===== src/rtl/servo_pwm_pkg.sv =====
// Register map for the multi-channel servo PWM peripheral.
// Byte offsets on the 8-bit Wishbone address; bits [1:0] are ignored.
// Also holds the byte-enable expansion helper shared by the register files.
package servo_pwm_pkg;

  localparam logic [7:0] REG_CTRL    = 8'h00;
  localparam logic [7:0] REG_PERIOD  = 8'h04;
  localparam logic [7:0] REG_STATUS  = 8'h08;
  localparam logic [7:0] CH_BASE     = 8'h20;
  localparam logic [7:0] CH_STRIDE   = 8'h10;
  localparam logic [7:0] OFF_TARGET  = 8'h00;
  localparam logic [7:0] OFF_STEP    = 8'h04;
  localparam logic [7:0] OFF_CURRENT = 8'h08;

  localparam int CTRL_GEN_BIT = 31;

  // Expand a 4-bit byte select into a 32-bit write mask.
  function automatic logic [31:0] byte_mask(input logic [3:0] sel);
    byte_mask = {{8{sel[3]}}, {8{sel[2]}}, {8{sel[1]}}, {8{sel[0]}}};
  endfunction

endpackage


===== src/rtl/servo_pwm_channel.sv =====
// One PWM channel: TARGET/STEP/CURRENT registers, frame-boundary slew, compare.
// pwm_o is registered, one cycle behind cnt_i.
// Register writes merge under wmask_i; a write landing on the boundary cycle is used there.
module servo_pwm_channel
  import servo_pwm_pkg::*;
#(
  parameter int CNT_W         = 20,
  parameter int DEFAULT_PULSE = 75000
) (
  input  logic             clk,
  input  logic             rst,
  input  logic [CNT_W-1:0] cnt_i,
  input  logic             frame_i,
  input  logic             en_i,
  input  logic             tgt_we_i,
  input  logic             stp_we_i,
  input  logic [CNT_W-1:0] wdat_i,
  input  logic [CNT_W-1:0] wmask_i,
  output logic             pwm_o,
  output logic             settled_o,
  output logic [CNT_W-1:0] target_o,
  output logic [CNT_W-1:0] step_o,
  output logic [CNT_W-1:0] current_o
);

  logic [CNT_W-1:0] target_q, target_d;
  logic [CNT_W-1:0] step_q, step_d;
  logic [CNT_W-1:0] cur_q, cur_d;
  logic [CNT_W-1:0] diff;
  logic             up;
  logic             pwm_q;

  // Next-state: merged register writes, then slew CURRENT toward the (possibly just written) TARGET.
  always_comb begin
    target_d = tgt_we_i ? ((target_q & ~wmask_i) | (wdat_i & wmask_i)) : target_q;
    step_d   = stp_we_i ? ((step_q & ~wmask_i) | (wdat_i & wmask_i)) : step_q;
    up       = (target_d >= cur_q);
    // Distance is taken in the right direction so it never wraps.
    diff     = up ? (target_d - cur_q) : (cur_q - target_d);
    cur_d    = cur_q;
    if (frame_i) begin
      if ((step_d == '0) || (diff <= step_d)) begin
        cur_d = target_d;
      end else if (up) begin
        cur_d = cur_q + step_d;
      end else begin
        cur_d = cur_q - step_d;
      end
    end
  end

  // Register state and the gated compare output.
  always_ff @(posedge clk or posedge rst) begin
    if (rst) begin
      target_q <= CNT_W'(DEFAULT_PULSE);
      step_q   <= '0;
      cur_q    <= CNT_W'(DEFAULT_PULSE);
      pwm_q    <= 1'b0;
    end else begin
      target_q <= target_d;
      step_q   <= step_d;
      cur_q    <= cur_d;
      pwm_q    <= en_i & (cnt_i < cur_q);
    end
  end

  assign pwm_o     = pwm_q;
  assign settled_o = (cur_q == target_q);
  assign target_o  = target_q;
  assign step_o    = step_q;
  assign current_o = cur_q;

endmodule


===== src/rtl/servo_pwm_multi.sv =====
// Multi-channel servo PWM on Wishbone: bus decode, CTRL, PERIOD/shadow, frame counter.
// Ack one cycle after request, never back-to-back; o_pwm is one cycle behind cnt.
// Held strobes are acked every second cycle; writes commit on the ack cycle.
module servo_pwm_multi
  import servo_pwm_pkg::*;
#(
  parameter int NUM_CH         = 2,
  parameter int CNT_W          = 20,
  parameter int DEFAULT_PERIOD = 1000000,
  parameter int DEFAULT_PULSE  = 75000
) (
  input  logic              clk,
  input  logic              rst,
  input  logic [7:0]        i_wb_adr,
  input  logic [31:0]       i_wb_dat,
  input  logic [3:0]        i_wb_sel,
  input  logic              i_wb_we,
  input  logic              i_wb_cyc,
  input  logic              i_wb_stb,
  output logic [31:0]       o_wb_rdt,
  output logic              o_wb_ack,
  output logic [NUM_CH-1:0] o_pwm,
  output logic              o_frame
);

  logic              ack_q;
  logic [31:0]       rdt_q, rdt_d, rd_mux;
  logic              gen_q, gen_d;
  logic [NUM_CH-1:0] chen_q, chen_d;
  logic [CNT_W-1:0]  period_q, period_d, period_clamped;
  logic [CNT_W-1:0]  shadow_q, cnt_q;
  logic              frame_q;
  logic              req, wr, frame_tick;
  logic [7:0]        adr, ch_base;
  logic [31:0]       mask;
  logic [NUM_CH-1:0] tgt_we, stp_we, pwm, settled;
  logic [CNT_W-1:0]  tgt_r [NUM_CH];
  logic [CNT_W-1:0]  stp_r [NUM_CH];
  logic [CNT_W-1:0]  cur_r [NUM_CH];
  logic              unused_bits;

  assign adr            = {i_wb_adr[7:2], 2'b00};
  assign req            = i_wb_cyc & i_wb_stb & ~ack_q;
  assign wr             = ack_q & i_wb_cyc & i_wb_stb & i_wb_we;
  assign mask           = byte_mask(i_wb_sel);
  assign frame_tick     = gen_q & (cnt_q == shadow_q - CNT_W'(1));
  assign period_clamped = (period_d < CNT_W'(2)) ? CNT_W'(2) : period_d;
  assign unused_bits    = ^{i_wb_adr[1:0], i_wb_dat, mask};

  // Register writes, per-channel write strobes and read-data mux.
  always_comb begin
    gen_d    = gen_q;
    chen_d   = chen_q;
    period_d = period_q;
    tgt_we   = '0;
    stp_we   = '0;
    rd_mux   = '0;
    ch_base  = '0;
    if (wr && adr == REG_CTRL) begin
      if (i_wb_sel[3]) gen_d = i_wb_dat[CTRL_GEN_BIT];
      if (i_wb_sel[0]) chen_d = i_wb_dat[NUM_CH-1:0];
    end
    if (wr && adr == REG_PERIOD) begin
      period_d = (period_q & ~mask[CNT_W-1:0]) | (i_wb_dat[CNT_W-1:0] & mask[CNT_W-1:0]);
    end
    if (adr == REG_CTRL) begin
      rd_mux[CTRL_GEN_BIT] = gen_q;
      rd_mux[NUM_CH-1:0]   = chen_q;
    end
    if (adr == REG_PERIOD) rd_mux = 32'(period_q);
    if (adr == REG_STATUS) rd_mux = 32'(settled);
    for (int c = 0; c < NUM_CH; c++) begin
      ch_base = CH_BASE + CH_STRIDE * 8'(c);
      if (adr == ch_base + OFF_TARGET) begin
        tgt_we[c] = wr;
        rd_mux    = 32'(tgt_r[c]);
      end
      if (adr == ch_base + OFF_STEP) begin
        stp_we[c] = wr;
        rd_mux    = 32'(stp_r[c]);
      end
      if (adr == ch_base + OFF_CURRENT) rd_mux = 32'(cur_r[c]);
    end
    rdt_d = req ? rd_mux : '0;
  end

  // Bus handshake, control registers and the frame counter.
  // While disabled the shadow tracks PERIOD so a fresh enable starts on the programmed period.
  always_ff @(posedge clk or posedge rst) begin
    if (rst) begin
      ack_q    <= 1'b0;
      rdt_q    <= '0;
      gen_q    <= 1'b0;
      chen_q   <= '0;
      period_q <= CNT_W'(DEFAULT_PERIOD);
      shadow_q <= CNT_W'(DEFAULT_PERIOD);
      cnt_q    <= '0;
      frame_q  <= 1'b0;
    end else begin
      ack_q    <= req;
      rdt_q    <= rdt_d;
      gen_q    <= gen_d;
      chen_q   <= chen_d;
      period_q <= period_d;
      if (!gen_q) begin
        cnt_q    <= '0;
        frame_q  <= 1'b0;
        shadow_q <= period_clamped;
      end else if (frame_tick) begin
        cnt_q    <= '0;
        frame_q  <= 1'b1;
        shadow_q <= period_clamped;
      end else begin
        cnt_q    <= cnt_q + CNT_W'(1);
        frame_q  <= 1'b0;
      end
    end
  end

  for (genvar g = 0; g < NUM_CH; g++) begin : g_ch
    servo_pwm_channel #(
      .CNT_W         (CNT_W),
      .DEFAULT_PULSE (DEFAULT_PULSE)
    ) u_ch (
      .clk       (clk),
      .rst       (rst),
      .cnt_i     (cnt_q),
      .frame_i   (frame_tick),
      .en_i      (gen_q & chen_q[g]),
      .tgt_we_i  (tgt_we[g]),
      .stp_we_i  (stp_we[g]),
      .wdat_i    (i_wb_dat[CNT_W-1:0]),
      .wmask_i   (mask[CNT_W-1:0]),
      .pwm_o     (pwm[g]),
      .settled_o (settled[g]),
      .target_o  (tgt_r[g]),
      .step_o    (stp_r[g]),
      .current_o (cur_r[g])
    );
  end

  assign o_wb_ack = ack_q;
  assign o_wb_rdt = rdt_q;
  assign o_pwm    = pwm;
  assign o_frame  = frame_q;

endmodule


===== config.mk =====
export PLATFORM = sky130hd
export DESIGN_NAME = servo_pwm_multi
export DESIGN_NICKNAME = d
export VERILOG_FILES = /design/src/rtl/servo_pwm_pkg.sv /design/src/rtl/servo_pwm_channel.sv /design/src/rtl/servo_pwm_multi.sv
export SDC_FILE = /design/constraint.sdc
export NUM_CORES = 1
export LEC_CHECK = 0
export CAP_MARGIN = 20
export CORE_ASPECT_RATIO = 0.9
export CORE_MARGIN = 5
export CORE_UTILIZATION = 45
export CTS_CLUSTER_DIAMETER = 30
export DETAILED_ROUTE_END_ITERATION = 10
export SLEW_MARGIN = 20
export SYNTH_ARGS = -nofsm -noshare
export SYNTH_HDL_FRONTEND = slang
export SYNTH_SLANG_ARGS = --single-unit

===== constraint.sdc =====
create_clock -name clk -period 8.9 [get_ports clk]
set_clock_uncertainty 0.1 [all_clocks]
set_input_delay 0.89 -clock clk [delete_from_list [all_inputs] [get_ports clk]]
set_output_delay 0.89 -clock clk [all_outputs]
set_load 0.1 [all_outputs]

==> impl_metrics.env <==
export IMPL_crit_start="i_wb_adr[7]"
export IMPL_gr_total_overflow=0
export IMPL_critPathKind="primary input to flop"
export IMPL_cts_tree="done"
export IMPL_viasPerCell=5.99
export IMPL_status="completed"
export IMPL_cts_htree_levels=2
export IMPL_period_share=0.928
export IMPL_n_antenna_cell=0
export IMPL_dieHeight_um=205
export IMPL_leakagePower_nw=11.5
export IMPL_fin_setup_tns_ns=0
export IMPL_grt_util_all_layers=0.273
export IMPL_cp_max_fo=12
export IMPL_tightest_slew_ns=0.982
export IMPL_antenna_found_initial=2
export IMPL_slew_viol_final=0
export IMPL_syn_mean_instance_area_um2=8.87
export IMPL_synth_seq_area_share=0.278
export IMPL_rsz0062_at_grt="no"
export IMPL_die_area_um2=46300
export IMPL_dp_cells=2708
export IMPL_grt_pass1_wl_um=98200
export IMPL_async_flop_share=1.00
export IMPL_grt_pass1_vias=16300
export IMPL_die_w_um=226
export IMPL_fmax_ghz=0.121
export IMPL_reg2reg_depth=26
export IMPL_min_to="period_q[0]"
export IMPL_ff2ff_setup_slack_ns=1.25
export IMPL_r2r_end="g_ch[0].u_ch.current_o[18]"
export IMPL_root_buffer="clkbuf_16"
export IMPL_post_cts_buffers=0
export IMPL_syn_cell_area_um2=18900
export IMPL_postRouteAntennaNets=0
export IMPL_ys_types=83
export IMPL_synth_cells=2134
export IMPL_synth_edff_count=0
export IMPL_std_cell_rows=71
export IMPL_cp_start_kind="primary input"
export IMPL_min_from="period_q[0]"
export IMPL_hp_class="flop to flop"
export IMPL_clk_insertion_delay_late_ns=0.57
export IMPL_ys_seq_elements=208
export IMPL_max_slew_margin=0.343
export IMPL_io_buffers=60
export IMPL_fp_coreArea_um2=41700
export IMPL_min_path_cells=2
export IMPL_route_vias_total=16900
export IMPL_cp_end_kind="flop"
export IMPL_clk_pin_slew_ns=0.04
export IMPL_synth_warnings=0
export IMPL_synth_main_ff_cell="dfrtp_1"
export IMPL_drive_above_1_share=0.127
export IMPL_wirelength_um=64500
export IMPL_grt_max_degree=79
export IMPL_start_util=0.454
export IMPL_cts_buffers=57
export IMPL_clockBufferDepth=3
export IMPL_dpl_hpwl_um=50400
export IMPL_mostFrequentLayoutCells="200 x ha_1, 168 x mux2i_1, 162 x dfrtp_1"
export IMPL_layout_commonest_cell="ha_1"
export IMPL_post_dp_cell_area_um2=20200
export IMPL_final_cell_area_um2=22400
export IMPL_wire_per_inst_um=22.9
export IMPL_num_nets_final=2475
export IMPL_fin_cells=2813
export IMPL_cts_resized=0
export IMPL_peakVddDrop_mv=0.158
export IMPL_firstDrtPassIters=6
export IMPL_timing_rr_start="o_wb_ack"
export IMPL_power_density_nw_per_um2=169
export IMPL_maxCapViolCount=0
export IMPL_required_ns=9.23
export IMPL_min_period_ns=8.26
export IMPL_holdBufCountCts=0
export IMPL_io_pins=85
export IMPL_setup_viol=0
export IMPL_cts_sinks=208
export IMPL_drc_errors=0
export IMPL_cp_arrival_ns=8.59
export IMPL_place_gp_congestion=0.967
export IMPL_areaGrowthSynthToFinish_pct=18.3
export IMPL_hold_viol=0
export IMPL_first_iter_violations=1783
## cell usage after synthesis (6+ instances only)
master	number	area (µm²)
ha_1	200	2500
mux2i_1	168	1680
dfrtp_1	162	4050
inv_1	160	601
nand2_1	135	507
nor2_1	133	499
a21oi_1	128	641
o21ai_0	119	596
xnor2_1	115	1010
mux2_2	69	777
xor2_1	67	587
a21o_1	64	480
nor3_1	53	265
clkbuf_1	51	191
dfstp_2	46	1210
nand3_1	45	225
a22oi_1	39	293
a31oi_1	36	225
nand4_1	35	219
a211oi_1	20	150
and3_1	20	125
nor2b_1	20	125
buf_4	19	143
nor4_1	19	119
buf_2	18	90.1
nand2b_1	14	87.6
or3_1	13	81.3
o21bai_1	12	90.1
o31ai_1	11	82.6
o211ai_1	10	75.1
o21a_1	8	60.1
and2_1	7	43.8
mux2_1	7	78.8
and4_1	6	52.6
fa_1	6	120
## layout make-up
cell class,count,area [µm²]
Inverter,162,616
Tap cell,547,684
Multi-Input combinational cell,1680,12700
Sequential cell,208,5260
Timing Repair Buffer,111,978
Fill cell,3787,19300
Clock buffer,68,1510
Clock inverter,37,667
## per-stage QoR
| step | util | power (mW) | setup WS, ns | hold slack [ns] |
|---|---|---|---|---|
| finish | 0.537 | 3.78 | 0.642 | 0.408 |
| floorplan | - | 1.30 | 1.70 | 0.359 |
| global route | 0.537 | 3.89 | 0.193 | 0.423 |
| global placement | 0.485 | 1.42 | 0.513 | 0.375 |
| CTS | 0.537 | 3.79 | 0.913 | 0.401 |
| detailed placement | 0.485 | 1.42 | 0.388 | 0.392 |
## worst max-delay path, stage by stage
cell             delay (ns)
clkdlybuf4s50_1        0.51
nor3_1                 0.28
nand2_1                0.18
nor3_2                 0.36
nand3_1                0.52
mux2i_1                0.40
inv_1                  0.12
ha_1                   0.43
nand4_1                0.31
nor2_1                 0.15
a41o_1                 0.31
o311ai_1               0.29
buf_4                  0.19
and2_1                 0.55
buf_4                  0.25
nand2_1                0.07
xnor2_1                0.14
ha_1                   0.33
o21ai_0                0.23
o21ai_0                0.15
a21oi_1                0.34
o21ai_0                0.28
o41ai_1                0.39
buf_4                  0.20
o211ai_1               0.15
a21oi_1                0.17
o31ai_1                0.08
mux2_1                 0.29
## power by group
group          total (mW)  switching [mW]  leakage [nW]  internal (mW)
Clock                2.36           0.647          1.05           1.71
Sequential          0.961         0.00524          2.65          0.955
Combinational       0.458           0.277          7.78          0.181
Total                3.78           0.930          11.5           2.85
## how the worst max path moves through the flow
stage                                            end
after floorplan           g_ch[0].u_ch.current_o[18]
after global placement     g_ch[1].u_ch.current_o[2]
after detailed placement   g_ch[1].u_ch.current_o[0]
after CTS                  g_ch[1].u_ch.current_o[2]
after global routing      g_ch[0].u_ch.current_o[18]
final                     g_ch[0].u_ch.current_o[18]
## cell families after synthesis
logic type	synth area share
flip-flops	0.278
adder cells (fa/ha/maj)	0.139
multiplexers	0.134
AND/OR/NAND/NOR	0.142
AO/OA/AOI/OAI	0.167
XOR/XNOR	0.0842
buffers and inverters	0.0561
other	0.000198
## per-layer routing
metal | global-route usage | wire (µm) | vias up
met5 | 0 | 0 | -
met4 | 0.0690 | 1650 | 0
met3 | 0.0487 | 5510 | 111
met2 | 0.404 | 27000 | 702
met1 | 0.411 | 30300 | 8197
li1 | - | - | 7840
## sequential cells by signal, summed over array words and instances (netlist names)
| register | cells |
|---|---|
| o_frame | 1 |
| g_ch.u_ch.target_o | 40 |
| chen_q | 2 |
| gen_q | 1 |
| o_wb_rdt | 21 |
| g_ch.u_ch.step_o | 40 |
| o_wb_ack | 1 |
| cnt_q | 20 |
| period_q | 20 |
| shadow_q | 20 |
| g_ch.u_ch.pwm_o | 2 |
| g_ch.u_ch.current_o | 40 |
Power figures use the tool's default switching activity.
